[config.mk]
export PLATFORM = sky130hd
export DESIGN_NAME = exp_batch_scheduler
export DESIGN_NICKNAME = d
export VERILOG_FILES = /design/src/rtl/exp_pkg.sv /design/src/rtl/argmax_tracker.sv /design/src/rtl/exp_batch_scheduler.sv
export SDC_FILE = /design/constraint.sdc
export NUM_CORES = 1
export LEC_CHECK = 0
export BUFFER_PORTS_ARGS = -buffer_cell sky130_fd_sc_hd__clkbuf_2
export CORE_AREA = 5 5 107 109
export DETAILED_ROUTE_END_ITERATION = 16
export DIE_AREA = 0 0 112 114
export GPL_TIMING_DRIVEN = 0
export PLACE_DENSITY = 0.69
export SYNTH_ARGS = -nofsm -noshare
export SYNTH_HDL_FRONTEND = slang
export SYNTH_SLANG_ARGS = --single-unit
[constraint.sdc]
create_clock -name clk -period 2.95 [get_ports clk]
set_clock_uncertainty 0.1 [all_clocks]
set_input_delay 0.1475 -clock clk [delete_from_list [all_inputs] [get_ports clk]]
set_output_delay 0.1475 -clock clk [all_outputs]
set_load 0.005 [all_outputs]
[src/rtl/exp_pkg.sv]
// Shared types and helpers for the exponential-series batch path.
package exp_pkg;

  localparam int DATA_W_DEF = 16;
  localparam int ACC_W_DEF  = 24;

  typedef enum logic [2:0] {
    S_IDLE,
    S_FETCH,
    S_CAPTURE,
    S_LAUNCH,
    S_WAIT,
    S_ACCUM,
    S_FINISH
  } sched_state_t;

  // Unsigned add clamped to 2**w-1. Operands are zero-extended to 32 bits,
  // so this is good for any width up to 32.
  function automatic logic [31:0] sat_add(input logic [31:0] a,
                                          input logic [31:0] b,
                                          input int unsigned w);
    logic [32:0] s;
    logic [32:0] lim;
    s   = {1'b0, a} + {1'b0, b};
    lim = (33'd1 << w) - 33'd1;
    return (s > lim) ? lim[31:0] : s[31:0];
  endfunction

endpackage

[src/rtl/argmax_tracker.sv]
// Running maximum over a stream of values; the earliest index wins ties.
module argmax_tracker
  import exp_pkg::*;
#(
  parameter int DATA_W = DATA_W_DEF,
  parameter int ADDR_W = 4
) (
  input  logic              clk,
  input  logic              rst,
  input  logic              clear,
  input  logic              valid,
  input  logic [ADDR_W-1:0] idx,
  input  logic [DATA_W-1:0] val,
  output logic [ADDR_W-1:0] best_idx,
  output logic [DATA_W-1:0] best_val
);

  logic              first_q, first_d;
  logic [ADDR_W-1:0] best_idx_q, best_idx_d;
  logic [DATA_W-1:0] best_val_q, best_val_d;

  // The first value after clear always loads; later only a strictly larger one does.
  always_comb begin
    first_d    = first_q;
    best_idx_d = best_idx_q;
    best_val_d = best_val_q;
    if (clear) begin
      first_d    = 1'b1;
      best_idx_d = '0;
      best_val_d = '0;
    end else if (valid && (first_q || (val > best_val_q))) begin
      first_d    = 1'b0;
      best_idx_d = idx;
      best_val_d = val;
    end
  end

  // State register.
  always_ff @(posedge clk or posedge rst) begin
    if (rst) begin
      first_q    <= 1'b1;
      best_idx_q <= '0;
      best_val_q <= '0;
    end else begin
      first_q    <= first_d;
      best_idx_q <= best_idx_d;
      best_val_q <= best_val_d;
    end
  end

  assign best_idx = best_idx_q;
  assign best_val = best_val_q;

endmodule

[src/rtl/exp_batch_scheduler.sv]
// Walks a sample RAM, runs one series evaluation per sample, and reduces the
// results to a saturating sum and an arg-max. A watchdog aborts stalled runs.
module exp_batch_scheduler
  import exp_pkg::*;
#(
  parameter int DATA_W  = DATA_W_DEF,
  parameter int ACC_W   = ACC_W_DEF,
  parameter int ADDR_W  = 4,
  parameter int TIMEOUT = 255
) (
  input  logic              clk,
  input  logic              rst,
  input  logic              start,
  input  logic [ADDR_W:0]   count,
  output logic              rd_en,
  output logic [ADDR_W-1:0] rd_addr,
  input  logic [DATA_W-1:0] rd_data,
  output logic              exp_s,
  output logic [DATA_W-1:0] exp_x,
  input  logic              exp_done,
  input  logic [DATA_W-1:0] exp_result,
  output logic              busy,
  output logic              done,
  output logic              error,
  output logic [ACC_W-1:0]  sum,
  output logic [ADDR_W-1:0] best_idx,
  output logic [DATA_W-1:0] best_val
);

  // Watchdog only needs to reach TIMEOUT-1: the last WAIT cycle aborts.
  localparam int WD_W = (TIMEOUT < 2) ? 1 : $clog2(TIMEOUT);

  sched_state_t      state_q, state_d;
  logic [ADDR_W:0]   count_q, count_d;
  logic [ADDR_W-1:0] idx_q, idx_d;
  logic [ACC_W-1:0]  sum_q, sum_d;
  logic              error_q, error_d;
  logic [DATA_W-1:0] exp_x_q, exp_x_d;
  logic [WD_W-1:0]   wd_q, wd_d;
  logic              trk_clear, trk_valid;
  logic              last;

  assign last = ({1'b0, idx_q} == (count_q - (ADDR_W+1)'(1)));

  // Next-state and datapath updates.
  always_comb begin
    state_d   = state_q;
    count_d   = count_q;
    idx_d     = idx_q;
    sum_d     = sum_q;
    error_d   = error_q;
    exp_x_d   = exp_x_q;
    wd_d      = wd_q;
    trk_clear = 1'b0;
    trk_valid = 1'b0;
    case (state_q)
      S_IDLE: if (start) begin
        count_d   = count;
        idx_d     = '0;
        sum_d     = '0;
        error_d   = 1'b0;
        trk_clear = 1'b1;
        state_d   = (count == '0) ? S_FINISH : S_FETCH;
      end
      S_FETCH:   state_d = S_CAPTURE;
      S_CAPTURE: begin
        exp_x_d = rd_data;
        state_d = S_LAUNCH;
      end
      S_LAUNCH: begin
        wd_d    = '0;
        state_d = S_WAIT;
      end
      // A done arriving on the final watchdog cycle still counts as success.
      S_WAIT: begin
        if (exp_done) begin
          state_d = S_ACCUM;
        end else if (wd_q == WD_W'(TIMEOUT - 1)) begin
          error_d = 1'b1;
          state_d = S_FINISH;
        end else begin
          wd_d = wd_q + WD_W'(1);
        end
      end
      S_ACCUM: begin
        sum_d     = ACC_W'(sat_add(32'(sum_q), 32'(exp_result), ACC_W));
        trk_valid = 1'b1;
        if (last) begin
          state_d = S_FINISH;
        end else begin
          idx_d   = idx_q + ADDR_W'(1);
          state_d = S_FETCH;
        end
      end
      S_FINISH: state_d = S_IDLE;
      default:  state_d = S_IDLE;
    endcase
  end

  // State register.
  always_ff @(posedge clk or posedge rst) begin
    if (rst) begin
      state_q <= S_IDLE;
      count_q <= '0;
      idx_q   <= '0;
      sum_q   <= '0;
      error_q <= 1'b0;
      exp_x_q <= '0;
      wd_q    <= '0;
    end else begin
      state_q <= state_d;
      count_q <= count_d;
      idx_q   <= idx_d;
      sum_q   <= sum_d;
      error_q <= error_d;
      exp_x_q <= exp_x_d;
      wd_q    <= wd_d;
    end
  end

  argmax_tracker #(.DATA_W(DATA_W), .ADDR_W(ADDR_W)) u_argmax (
    .clk      (clk),
    .rst      (rst),
    .clear    (trk_clear),
    .valid    (trk_valid),
    .idx      (idx_q),
    .val      (exp_result),
    .best_idx (best_idx),
    .best_val (best_val)
  );

  assign rd_en   = (state_q == S_FETCH);
  assign rd_addr = idx_q;
  assign exp_s   = (state_q == S_LAUNCH);
  assign exp_x   = exp_x_q;
  assign busy    = (state_q != S_IDLE);
  assign done    = (state_q == S_FINISH);
  assign error   = error_q;
  assign sum     = sum_q;

endmodule

=== Word-level counts from Yosys, hierarchy flattened ===
Cells that the tools add are included.

* Register bits after elaboration: 82
* Bits of input ports: 41
* Output and inout bits: 69
* Logic and storage cells: 73

* Add/subtract/negate cells: 4
* Reduce and logical (&&, ||, !) cells: 15
* Order comparisons: 2
* Equal/unequal tests: 14
* Muxes and demuxes: 28

{| class="wikitable"
|+ Operators with widths
! kind !! count
|-
| 24-bit two-way mux || 2
|-
| 24-bit one-hot mux with 2 select lines || 1
|-
| 16-bit two-way mux || 2
|-
| 24-bit by 16-bit adder with 25-bit output || 1
|-
| 25-bit by 24-bit > comparator with 1-bit output, second input constant || 1
|-
| 3-bit one-hot mux with 6 select lines || 1
|-
| 16-bit > comparator || 1
|-
| 4-bit two-way mux || 4
|-
| 8-bit two-way mux || 2
|-
| 8-bit one-hot mux with 2 select lines || 1
|-
| 3-bit two-way mux || 5
|-
| 2-bit inequality test, second input constant || 5
|-
| 3-bit == test, second input constant || 3
|-
| 8-bit by 1-bit adder with 8-bit output, second input constant || 1
|-
| 8-bit == test, second input constant || 1
|-
| 1-bit two-way mux || 8
|-
| 4-bit one-hot mux with 2 select lines || 1
|-
| 2-bit nonzero test || 4
|-
| 3-bit by 2-bit == test with 1-bit output, second input constant || 2
|-
| 2-bit AND reduction || 3
|-
| 3-bit AND reduction || 2
|-
| 4-bit by 5-bit == test with 1-bit output || 1
|-
| 5-bit logical NOT || 1
|-
| 5-bit by 1-bit subtractor with 5-bit output, second input constant || 1
|-
| other kinds (9) || 9
|}

=== Logic depth before layout (Yosys ltp) ===
* Depth after elaboration: 5
* Depth in mapped cells: 11
* Mapped depth without buffers: 10

=== Hierarchy ===
From an unflattened synthesis, not the netlist that was laid out.

* Cells, all modules: 530
* Area total of the unflattened synthesis: 5161.2 µm²

{| class="wikitable"
|+ Modules (own cells, without submodules)
! module !! times used !! area an instance (µm²) !! sequential area each (µm²) !! cells each
|-
| exp_batch_scheduler || 1 || 3678.5 || 1526.5 || 383
|-
| argmax_tracker || 1 || 1482.7 || 526.8 || 147
|}

=== Least setup slack after synthesis ===
Ideal clock, no wire load.

* Path type: register to register
* Start: reg sum_q[0] (netlist: sum[0])
* End: reg sum_q[19] (netlist: sum[19])
* Cell stages (with the launch flop): 11
* Setup slack: 583 ps
* Library setup time: 122 ps
* Period minus slack after synthesis: 2367 ps
* Arrival time: 2145 ps
* Data required time: 2728 ps
* Buffers on the path: 0
* Cells stage by stage: dfrtp_1 > ha_1 > inv_1 > fa_1 > nand2b_1 > a211oi_2 > o21ba_2 > o2111ai_2 > nand3_1 > a2111oi_1 > a2111oi_1

* Word-level cells in the longest chain between the ends: 4

{| class="wikitable"
|+ Ends and longest elaborated chain
! item !! line !! text
|-
| start, declared || exp_batch_scheduler.sv:36 || <nowiki>logic [ACC_W-1:0] sum_q, sum_d;</nowiki>
|-
| start signal, assigned || exp_batch_scheduler.sv:114 || <nowiki>sum_q <= sum_d;</nowiki>
|-
| 24-bit by 16-bit adder with 25-bit output (*) || exp_pkg.sv:24 || <nowiki>s = {1'b0, a} + {1'b0, b};</nowiki>
|-
| 25-bit by 24-bit > comparator with 1-bit output || exp_pkg.sv:26 || <nowiki>return (s > lim) ? lim[31:0] : s[31:0];</nowiki>
|-
| 24-bit two-way mux (*) || exp_pkg.sv:26 ||
|-
| 24-bit one-hot mux with 2 select lines (*) || exp_batch_scheduler.sv:56 || <nowiki>case (state_q)</nowiki>
|}

Mark *: on every way between the ends. The rest lies on a longest branch, timed or not.
A chain may end at the register's enable or synchronous reset.

=== Worst setup path after layout ===
* Start: in exp_result[0]
* End: reg sum_q[12] (netlist: sum[12])

* Word-level cells in the longest chain between the ends: 4

{| class="wikitable"
|+ Ends and longest elaborated chain
! item !! line !! text
|-
| start, declared || exp_batch_scheduler.sv:21 || <nowiki>input logic [DATA_W-1:0] exp_result,</nowiki>
|-
| 24-bit by 16-bit adder with 25-bit output (*) || exp_pkg.sv:24 ||
|-
| 25-bit by 24-bit > comparator with 1-bit output || exp_pkg.sv:26 ||
|-
| 24-bit two-way mux (*) || exp_pkg.sv:26 ||
|-
| 24-bit one-hot mux with 2 select lines (*) || exp_batch_scheduler.sv:56 ||
|}

Marked as above.

==> results by stage <==
Logic synthesis:
- The synthesized design contains between 80 and 90 register bits.
- The warning count from the yosys run is 0.
- By area the synthesized netlist is led by dfrtp_1 40%, ha_1 9.0%, a21oi_1 3.9%.
- The total standard cell area after synthesis is 5010 um^2.
- The fraction of the yosys area taken by sequential cells is 41.0%.
- The synthesized instance count is 520.
- The top cell type's share of synthesized area is between 40 and 50%.
- The number of distinct standard cells referenced by the synthesized netlist is 73.
- The most used flip-flop cell after synthesis is dfrtp_1.
- The fraction of registers with async set or reset after synthesis is between 90% and 100%.
- The mean instance size in the synthesized netlist is 9.63 um^2.
- The synthesized design contains 0 enable-type register cells.
- The net count of the mapped netlist is 598.
- The largest total area in the synthesized netlist belongs to dfrtp_1.

STA:
- The part of the cycle the worst path needs is 93.0%.
- The highest clock rate is 365 MHz.
- The final number of setup-violating endpoints is 0.
- The count of final hold-check violations is 0.
- Setup repair after global routing left no endpoint under its margin.
- The worst pin sits at a relative slew slack of 61.9%.
- For the pin with the worst max-slew slack, the measured transition is 0.569 ns.
- In the final timing run, aggregate negative setup slack is 0 ns.
- For the finished layout, the period the worst path requires is 2.74 ns.
- The final-report max-slew violation count is 0.
- The minimum hold slack is 0.0556 ns.

Clock tree:
- The clock sink count is 82.
- The H-tree was split into 3 levels.
- The clock-pin slew on the worst setup and hold paths is approximately 0.090 ns.
- The cell sitting at the root of the clock tree is a clkbuf_8.
- The number of buffers created by CTS is 9.
- The clock insertion delay at the later pin of the skew report is 0.38 ns.
- The clock tree from TritonCTS is yes.
- The number of buffers on the longest clock path is 2.

Global route:
- In the global route stage, overall resource usage came out at 21.8%.
- The total overflow reported by the global router is 0.
- The number of antenna violations at the first check in global routing is 0.
- The number of global-route vias before repair is approximately 4700.
- The global-route wire length before repair is 22700 um.
- The maximum number of pins on one net before global-route repair is about 60.

Routing:
- The remaining antenna violation count is 0.
- The count of routing violations after the opening detailed-route iteration is between 300 and 400.
- After detailed routing, the average wire length per cell comes to 16.3 um.
- In the routed layout, each cell is associated on average with a via count of 5.53.
- The detailed-router iteration count before antenna repair is 4.
- In the routed design, unresolved DRC markers number 0.
- Summed over all layers, the routed wires come to roughly 13000 um.
- The routed layout has 4560 vias.

Pwr:
- VDD sags by at most around 0.46 mV.
- The leakage power of the design is 0.00310 uW.
- For this design the ratio of total power to cell area is 841 nW/um^2.

Run:
- The number of maximum-capacitance violations is 0.

Critical path:
- Of all nets on the critical path, the largest fanout is 10.
- The kind of critical path is in -> reg.
- The required time reported for the critical path endpoint is 3.15 ns.
- For the worst setup path, the data arrival time is slightly below 3 ns.
- STA classifies the critical path endpoint as a flip-flop.
- STA classifies the critical path startpoint as an input port.

Finish:
- The post-route netlist has 26.6% of its cells at a drive strength greater than 1.
- The library cells used most frequently in the layout, excluding fill and tap cells, are 109 x clkbuf_2, 81 x dfrtp_1, 45 x nand2_1.
- After filler insertion, the fill cell instance count of the layout stands at a little over 900.
- Leaving out fill and tap cells, the most frequent cell in the layout is clkbuf_2.
- The layout overhead on the synthesized area is 27.2%.
- The number of cells in the finished layout apart from fillers is 825.
- The number of diodes is 0.
- The net count of the finished layout is about 760.

Floorplan:
- Measured along the x axis, the die boundary spans 112 um.
- The die outline height is ~110 um.
- The initial core utilization is 47.7%.
- The floorplan core area is ~11000 um^2.
- The die covers 12800 um^2.
- 110 I/O pins were placed.
- In this run the core area contains 38 standard-cell rows.

Place:
- The quantity of I/O buffers inserted on ports is 109.
- In this run, placement finished with an instance count of 770.
- Detailed placement finished with a half-perimeter wire length of 9750 um.
- Routability-driven placement finished with a final weighted congestion of 0.952.

Worst hold path:
- The min-delay analysis places its worst path in the category in -> reg.

Status:
- The run finished with clean final reports.
critical path, cell delays in order:
cell and delay [ns]:
dlygate4sd3_1 0.53, clkbuf_2 0.11, ha_1 0.16, inv_1 0.05
fa_1 0.37, nand2b_2 0.23, a211oi_2 0.34, o21ba_4 0.22
o2111ai_2 0.17, nand2_2 0.15, buf_4 0.19, inv_2 0.09
a31oi_1 0.18
cell families (layout without fill, tap and decap cells):
family | Yosys count | count (layout) | share of synthesized area, %
XOR/XNOR | 22 | 22 | 3.85
buffers and inverters | 53 | 218 | 4.72
flip-flops | 82 | 82 | 41.0
adder cells (fa/ha/maj) | 37 | 37 | 9.39
multiplexers | 17 | 17 | 3.80
AND/OR/NAND/NOR | 164 | 164 | 16.2
AO/OA/AOI/OAI | 145 | 145 | 21.1
synth_stat cells (3+ instances only):
| library cell | count |
|---|---|
| mux2_2 | 16 |
| o21ai_1 | 6 |
| xnor2_1 | 9 |
| a211oi_1 | 3 |
| xor2_1 | 13 |
| nand2_1 | 46 |
| and3_1 | 6 |
| a31oi_1 | 10 |
| a22o_1 | 15 |
| nor2b_1 | 4 |
| buf_6 | 3 |
| nor3_2 | 3 |
| o21ai_0 | 13 |
| o211a_1 | 3 |
| nand3_1 | 22 |
| clkbuf_1 | 11 |
| nor2_1 | 34 |
| ha_1 | 36 |
| nand2b_1 | 6 |
| buf_2 | 6 |
| o22ai_1 | 5 |
| inv_1 | 29 |
| and2_1 | 5 |
| dfrtp_1 | 81 |
| a21oi_1 | 39 |
| nand4_1 | 8 |
| o21a_1 | 4 |
| a21oi_2 | 3 |
| nor3_1 | 13 |
| a21o_1 | 13 |
| or3_1 | 3 |
per-stage QoR:
step	util (%)	instance area, um^2	worst slack (ns)	power (uW)
2_1_floorplan	-	5010	0.583	3560
3_3_place_gp	54.5	5730	-0.431	4320
3_5_place_dp	54.8	5760	0.235	4400
4_1_cts	60.5	6360	0.211	5370
5_1_grt	60.7	6370	0.0117	5800
6_report	60.7	6370	0.207	5360
routing by layer:
layer	wire (um)	global-route usage, %	up-vias
li1	-	-	2207
met5	0	0	-
met2	6750	37.6	100
met4	244	6.89	0
met3	489	4.19	22
met1	5960	27.9	2231
worst paths after layout:
check                      slack, ns  cells past startpoint     startpoint          endpoint
hold reg to reg                 0.41                      1       exp_x[6]          exp_x[6]
min in group asynchronous       0.19                      3            rst         exp_x[13]
setup reg to reg                0.22                     11         sum[0]           sum[12]
max in group asynchronous       1.91                      4            rst  u_argmax.first_q
setup / recovery                0.21                     13  exp_result[0]           sum[12]
hold / removal                  0.06                      4       exp_done             error
what timing repair did:
action / CTS / global route
hold buffers: 38 / 0
resized for setup: 0 / 3
endpoints found under the setup margin: 0 / 8
setup buffers: 0 / 1
hold endpoints to repair: 101 / 0
state kept, by name (all words and copies together) (netlist names):
name,cells
sum,24
exp_x,16
u_argmax.best_val,16
wd_q,8
count_q,5
rd_addr,4
u_argmax.best_idx,4
state_q,3
error,1
u_argmax.first_q,1
power breakdown:
group / internal, uW / leakage [uW] / total [uW] / switching, uW
sequential: 1520 / 0.00108 / 1840 / 325
combinational: 1200 / 0.00192 / 2600 / 1400
clock: 475 / 0.000109 / 919 / 444
final cells by class:
class	instances	area, um^2	share of cell area, %
Multi-Input combinational cell	385	2730	42.8
Clock buffer	9	124	1.94
Buffer	22	120	1.88
Timing Repair Buffer	149	961	15.1
Tap cell	140	175	2.75
Sequential cell	82	2050	32.2
Inverter	31	119	1.86
Clock inverter	7	91.3	1.43
Power figures use the tool's default switching activity.
